[src/rtl/oam_dma_ctrl_if.sv]
// Byte-wide memory-style port shared by the FF46 register access and the DMA bus master.
// Timing contract: addr_select/write_value/write_enable are qualified by write_enable alone; read_out answers addr_select.
interface mem_if;
    logic [15:0] addr_select;
    logic [7:0]  write_value;
    logic        write_enable;
    logic [7:0]  read_out;

    modport master (
        output addr_select,
        output write_value,
        output write_enable,
        input  read_out
    );

    modport slave (
        input  addr_select,
        input  write_value,
        input  write_enable,
        output read_out
    );
endinterface

[src/rtl/oam_dma_ctrl.sv]
// OAM DMA engine: a write to FF46 copies {src_hi,00..9F} into FE00..FE9F,
// one byte per BYTE_PERIOD clocks (read phase, single write cycle, optional gap).
module oam_dma_ctrl #(
    parameter int RD_LAT      = 1,
    parameter int BYTE_PERIOD = 4,
    parameter int START_DELAY = 4
) (
    input  logic       clk,
    input  logic       rst,
    mem_if.slave       mmio_dma_if,
    mem_if.master      dma_req,
    output logic       busy,
    output logic       done,
    output logic [2:0] dbg_state
);

    typedef enum logic [2:0] {
        ST_IDLE  = 3'd0,
        ST_START = 3'd1,
        ST_READ  = 3'd2,
        ST_WRITE = 3'd3,
        ST_GAP   = 3'd4
    } state_t;

    localparam int          GAP_LEN     = BYTE_PERIOD - RD_LAT - 2;
    localparam logic [15:0] START_LAST  = 16'(START_DELAY - 1);
    localparam logic [15:0] READ_LAST   = 16'(RD_LAT);
    localparam logic [15:0] GAP_LAST    = 16'(GAP_LEN - 1);
    localparam logic [7:0]  LAST_IDX    = 8'd159;
    localparam logic [15:0] REG_ADDR    = 16'hFF46;
    localparam logic [15:0] IDLE_ADDR   = 16'hFFFF;
    localparam logic [15:0] OAM_BASE    = 16'hFE00;
    localparam state_t      ENTRY_STATE = (START_DELAY > 0) ? ST_START : ST_READ;

    generate
        if (BYTE_PERIOD < RD_LAT + 2) begin : g_bad_byte_period
            $error("oam_dma_ctrl: BYTE_PERIOD must be at least RD_LAT+2");
        end
    endgenerate

    state_t      state_q, state_d;
    logic [15:0] cnt_q, cnt_d;
    logic [7:0]  idx_q, idx_d;
    logic [7:0]  src_hi_q, src_hi_d;
    logic [7:0]  data_q, data_d;
    logic        done_q, done_d;
    logic        reg_hit;
    logic        reg_wr;
    logic        byte_end;

    assign reg_hit = (mmio_dma_if.addr_select == REG_ADDR);
    assign reg_wr  = reg_hit && mmio_dma_if.write_enable;

    always_ff @(posedge clk or negedge rst) begin
        if (!rst) begin
            state_q  <= ST_IDLE;
            cnt_q    <= '0;
            idx_q    <= '0;
            src_hi_q <= '0;
            data_q   <= '0;
            done_q   <= 1'b0;
        end else begin
            state_q  <= state_d;
            cnt_q    <= cnt_d;
            idx_q    <= idx_d;
            src_hi_q <= src_hi_d;
            data_q   <= data_d;
            done_q   <= done_d;
        end
    end

    // cnt_q counts cycles spent in the current state; every transition clears it.
    always_comb begin
        state_d  = state_q;
        cnt_d    = cnt_q + 16'd1;
        idx_d    = idx_q;
        src_hi_d = src_hi_q;
        data_d   = data_q;
        done_d   = 1'b0;
        byte_end = 1'b0;

        case (state_q)
            ST_IDLE: begin
                cnt_d = '0;
            end
            ST_START: begin
                if (cnt_q == START_LAST) begin
                    state_d = ST_READ;
                    cnt_d   = '0;
                end
            end
            ST_READ: begin
                if (cnt_q == READ_LAST) begin
                    data_d  = dma_req.read_out;
                    state_d = ST_WRITE;
                    cnt_d   = '0;
                end
            end
            ST_WRITE: begin
                cnt_d = '0;
                if (GAP_LEN > 0) begin
                    state_d = ST_GAP;
                end else begin
                    byte_end = 1'b1;
                end
            end
            ST_GAP: begin
                if (cnt_q == GAP_LAST) begin
                    cnt_d    = '0;
                    byte_end = 1'b1;
                end
            end
            default: begin
                state_d = ST_IDLE;
                cnt_d   = '0;
            end
        endcase

        if (byte_end) begin
            if (idx_q == LAST_IDX) begin
                state_d = ST_IDLE;
                done_d  = 1'b1;
            end else begin
                idx_d   = idx_q + 8'd1;
                state_d = ST_READ;
            end
        end

        // A register write always wins, even against completion of the last byte.
        if (reg_wr) begin
            src_hi_d = mmio_dma_if.write_value;
            state_d  = ENTRY_STATE;
            idx_d    = '0;
            cnt_d    = '0;
            done_d   = 1'b0;
        end
    end

    // Bus outputs decode registered state only; read_out never reaches them combinationally.
    always_comb begin
        dma_req.addr_select  = IDLE_ADDR;
        dma_req.write_value  = 8'h00;
        dma_req.write_enable = 1'b0;
        case (state_q)
            ST_READ: begin
                dma_req.addr_select = {src_hi_q, idx_q};
            end
            ST_WRITE: begin
                dma_req.addr_select  = OAM_BASE + {8'h00, idx_q};
                dma_req.write_value  = data_q;
                dma_req.write_enable = 1'b1;
            end
            ST_GAP: begin
                dma_req.addr_select = OAM_BASE + {8'h00, idx_q};
            end
            default: begin
                dma_req.addr_select = IDLE_ADDR;
            end
        endcase
    end

    assign mmio_dma_if.read_out = reg_hit ? src_hi_q : 8'hFF;
    assign busy                 = (state_q != ST_IDLE);
    assign done                 = done_q;
    assign dbg_state            = state_q;

endmodule
[src/flat_wrapper.sv]
// flat-port wrapper written by rule: the top's interface ports become plain ports
module oam_dma_ctrl_flat 
#(
    parameter int RD_LAT      = 1,
    parameter int BYTE_PERIOD = 4,
    parameter int START_DELAY = 4
)
  (clk, rst, busy, done, dbg_state, mmio_dma_if_addr_select, mmio_dma_if_write_value, mmio_dma_if_write_enable, mmio_dma_if_read_out, dma_req_addr_select, dma_req_write_value, dma_req_write_enable, dma_req_read_out);
  mem_if mmio_dma_if_i ();
  mem_if dma_req_i ();
  input  logic clk;
  input  logic rst;
  output logic busy;
  output logic done;
  output logic [2:0] dbg_state;
  input wire logic [$bits(mmio_dma_if_i.addr_select)-1:0] mmio_dma_if_addr_select;
  input wire logic [$bits(mmio_dma_if_i.write_value)-1:0] mmio_dma_if_write_value;
  input wire logic [$bits(mmio_dma_if_i.write_enable)-1:0] mmio_dma_if_write_enable;
  output wire logic [$bits(mmio_dma_if_i.read_out)-1:0] mmio_dma_if_read_out;
  output wire logic [$bits(dma_req_i.addr_select)-1:0] dma_req_addr_select;
  output wire logic [$bits(dma_req_i.write_value)-1:0] dma_req_write_value;
  output wire logic [$bits(dma_req_i.write_enable)-1:0] dma_req_write_enable;
  input wire logic [$bits(dma_req_i.read_out)-1:0] dma_req_read_out;
  assign mmio_dma_if_i.addr_select = mmio_dma_if_addr_select;
  assign mmio_dma_if_i.write_value = mmio_dma_if_write_value;
  assign mmio_dma_if_i.write_enable = mmio_dma_if_write_enable;
  assign mmio_dma_if_read_out = mmio_dma_if_i.read_out;
  assign dma_req_addr_select = dma_req_i.addr_select;
  assign dma_req_write_value = dma_req_i.write_value;
  assign dma_req_write_enable = dma_req_i.write_enable;
  assign dma_req_i.read_out = dma_req_read_out;
  oam_dma_ctrl #(.RD_LAT(RD_LAT), .BYTE_PERIOD(BYTE_PERIOD), .START_DELAY(START_DELAY)) u_core (.clk(clk), .rst(rst), .mmio_dma_if(mmio_dma_if_i), .dma_req(dma_req_i), .busy(busy), .done(done), .dbg_state(dbg_state));
endmodule
[config.mk]
export PLATFORM = sky130hd
export DESIGN_NAME = oam_dma_ctrl_flat
export DESIGN_NICKNAME = d
export VERILOG_FILES = /design/src/rtl/oam_dma_ctrl_if.sv /design/src/rtl/oam_dma_ctrl.sv /design/src/flat_wrapper.sv
export SDC_FILE = /design/constraint.sdc
export NUM_CORES = 1
export LEC_CHECK = 0
export ABC_AREA = 0
export ABC_CLOCK_PERIOD_IN_PS = 4800
export CORE_AREA = 2 2 72 74
export CTS_BUF_LIST = sky130_fd_sc_hd__clkbuf_8
export CTS_CLUSTER_DIAMETER = 150
export DETAILED_ROUTE_END_ITERATION = 10
export DIE_AREA = 0 0 74 76
export PLACE_DENSITY = 0.87
export SETUP_SLACK_MARGIN = 0.3
export SLEW_MARGIN = 0
export SYNTH_ARGS = -nofsm -noshare
export SYNTH_HDL_FRONTEND = slang
export SYNTH_SLANG_ARGS = --single-unit
[constraint.sdc]
create_clock -name clk -period 4.8 [get_ports clk]
set_input_delay 0.96 -clock clk [delete_from_list [all_inputs] [get_ports clk]]
set_output_delay 0.96 -clock clk [all_outputs]
set_load 0.005 [all_outputs]
==> results.yml <==
clock_network:
  path_clk_slew_ns: 0.08
  clockBufferDepth: 2
  cts_tree: "done"
  htree_levels: 2
  ctsResizeCount: 0
  clkSinkCount: 44
  root_buffer: "clkbuf_8"
  clk_latency_ns: 0.31
  cts_hold_buf: 0
  post_cts_buffers: 0
  numCtsBuffers: 5
floorplan:
  start_util_pct: 51.3
  num_io_pins: 73
  die_w_um: 74
  std_cell_rows: 26
  coreArea_um2: 4910
  die_height_um: 76
  die_area_um2: 5620
timing:
  setup_viol_count_final: 0
  rsz0062_at_grt: "no"
  hold_viol_final: 0
  tightest_slew_ns: 0.974
  max_slew_margin_pct: 35.1
  fin_crit_sh_pct: 84.9
  skew_ns: 0.0105
  finalCriticalPeriod_ns: 4.07
  worst_slack_ns: 0.726
  fmax_ghz: 0.245
  tns_ns: 0
  finalMaxSlewViolations: 0
synthesis:
  ys_top_cells_by_area: "dfrtp_1 44%, xnor2_1 5.6%, nor2_1 4.6%"
  syn-mean-instance-area_um2: 9.88
  synthArstFlopShare_pct: 100
  netlist.area_leader.share_pct: 43.7
  synth_warnings: 0
  ys.flop_type: "dfrtp_1"
  seq_area_frac_synth_pct: 43.7
  syn_inst: 255
  yosysTopAreaCell: "dfrtp_1"
  yosysUniqueCellTypes: 48
  syn_area_um2: 2520
  synth_edf_count: 0
  synth_nets: 294
  ys_seq_elements: 44
global_routing:
  grt_start_max_net_pins: 45
  grtUsageTotal_pct: 21.5
  grt_pass1_wl_um: 9520
  grt_pass1_vias: 2108
  grt_overflow: 0
  antenna_found_initial: 0
cells_and_area:
  drive_above_1_share_pct: 13.5
  syn2layout_area_growth_pct: 33.8
  final_cells: 397
  layout.nets: 365
  diodes: 0
  nFillCells: 387
  fin_util_pct: 68.6
  layout_common_cells: "71 x clkdlybuf4s50_1, 44 x dfrtp_1, 31 x nor2_1"
  final_common_cell: "clkdlybuf4s50_1"
setup_path:
  worstPathArrival_ns: 3.11
  slowest_stage: "or4b_2"
  max_stage_delay_ns: 0.67
  end_kind: "primary output"
  crit_family: "simple AND/OR/NAND/NOR gates"
  cp_max_fo: 10
  crit_top_cell: "clkdlybuf4s50_1"
  crit_buf_inv: 3
  setup.worst_path.start_class: "input pin"
  crit_required_ns: 3.84
  path_cells: "clkdlybuf4s50_1 > or4b_2 > nor4_2 > buf_4 > or2b_1 > clkdlybuf4s50_1"
  timing_worst_setup_path_type: "in2out"
drt:
  vias_per_cell: 5.32
  drt_iter0_drc: 142
  post_drt_wl_per_cell_um: 14.6
  drc: 0
  ant_nets: 0
  vias: 2112
  routed_wl_um: 5800
  firstDrtPassIters: 4
placement:
  place_ws_ns: 0.716
  placed_cells: 389
  dp_hpwl_um: 4260
  numPortBuffers: 72
  gp_congestion: 0.825
status:
  status: "finished, final reports clean"
pwr:
  power_density_nw_per_um2: 205
  total_power_uw: 693
  vdd_ir_drop_max_mv: 0.257
  leakagePower_nw: 1.40
min_path:
  hp-class: "reg2reg"
job:
  max-cap-violations: 0
==> cells in the mapped netlist, types with 2 or more instances <==
master    number
clkbuf_8       2
nand2_1       29
inv_1          7
or4_4          3
buf_2          2
clkbuf_1       3
xor2_1         4
o21ai_0        3
ha_1           4
or2b_1         4
mux2_2         8
nand2b_1      11
buf_6          2
nor4b_2        2
o21ai_1        2
or2_2          7
nor2b_1        2
or3_1          3
nor2_1        31
xnor2_1       16
nand4_1        6
nor4_4         3
and3_1        12
nor3_1         4
dfrtp_1       44
nand3_1       13
or3b_2         2
a21oi_1        3
mux2i_1        2
and2_1         3
==> registers in the layout (all words and copies together), names as in the netlist <==
signal            flops
u_core.idx_q          8
u_core.done           1
u_core.dbg_state      3
u_core.data_q         8
u_core.src_hi_q       8
u_core.cnt_q         16
==> final timing paths <==
| check | start | end | slack, ns | depth (start not counted) |
|---|---|---|---|---|
| setup / recovery | mmio_dma_if_addr_select[5] | mmio_dma_if_read_out[3] | 0.73 | 6 |
| hold / removal | u_core.src_hi_q[5] | u_core.src_hi_q[5] | 0.50 | 2 |
| setup reg to reg | u_core.cnt_q[8] | u_core.cnt_q[3] | 2.24 | 5 |
| hold reg to reg | u_core.src_hi_q[5] | u_core.src_hi_q[5] | 0.50 | 2 |
| max in group asynchronous | rst | u_core.src_hi_q[1] | 3.38 | 1 |
| min in group asynchronous | rst | u_core.idx_q[2] | 0.80 | 1 |
==> cell families (layout without fill, tap and decap cells) <==
| kind of cell | after synthesis | in the layout | share of synthesized area (%) |
|---|---|---|---|
| simple gates | 146 | 146 | 34.6 |
| flops | 44 | 44 | 43.7 |
| xor+xnor | 20 | 20 | 6.95 |
| buf+inv | 17 | 89 | 4.17 |
| compound gates | 14 | 14 | 4.27 |
| mux | 10 | 10 | 4.37 |
| fa+ha+maj | 4 | 4 | 1.99 |
==> metrics by stage <==
| stage | hold slack (ns) | area, um2 |
|---|---|---|
| 2_1_floorplan | 0.450 | 2520 |
| 3_3_place_gp | 0.476 | 3260 |
| 3_5_place_dp | 0.482 | 3260 |
| 4_1_cts | 0.502 | 3370 |
| 5_1_grt | 0.515 | 3370 |
| 6_report | 0.499 | 3370 |
==> power breakdown <==
group          internal [mW]  leakage, nW  switching, mW
sequential             0.370        0.573      0.0000768
combinational         0.0244        0.771         0.0110
clock                  0.154       0.0541          0.133
total                  0.549         1.40          0.144
==> tightest hold or removal path: stages, from the launching register on <==
cell	delay, ns
dfrtp_1	0.36
nand2_1	0.05
nand2_1	0.06
==> per-layer routing <==
layer / up-vias / wire length, um / track usage, %
met1: 1026 / 2380 / 26.5
li1: 1010 / - / -
met3: 12 / 265 / 3.31
met5: - / 0 / 0
met4: 0 / 106 / 8.00
met2: 64 / 3050 / 37.2
==> layout make-up <==
class / instances / area, um2 / area share, %
Clock buffer: 5 / 68.8 / 2.04
Inverter: 7 / 26.3 / 0.780
Multi-Input combinational cell: 194 / 1310 / 39.0
Timing Repair Buffer: 74 / 731 / 21.7
Clock inverter: 3 / 42.5 / 1.26
Tap cell: 70 / 87.6 / 2.60
Sequential cell: 44 / 1100 / 32.7
Note: power is estimated with default switching activity, not from simulation.
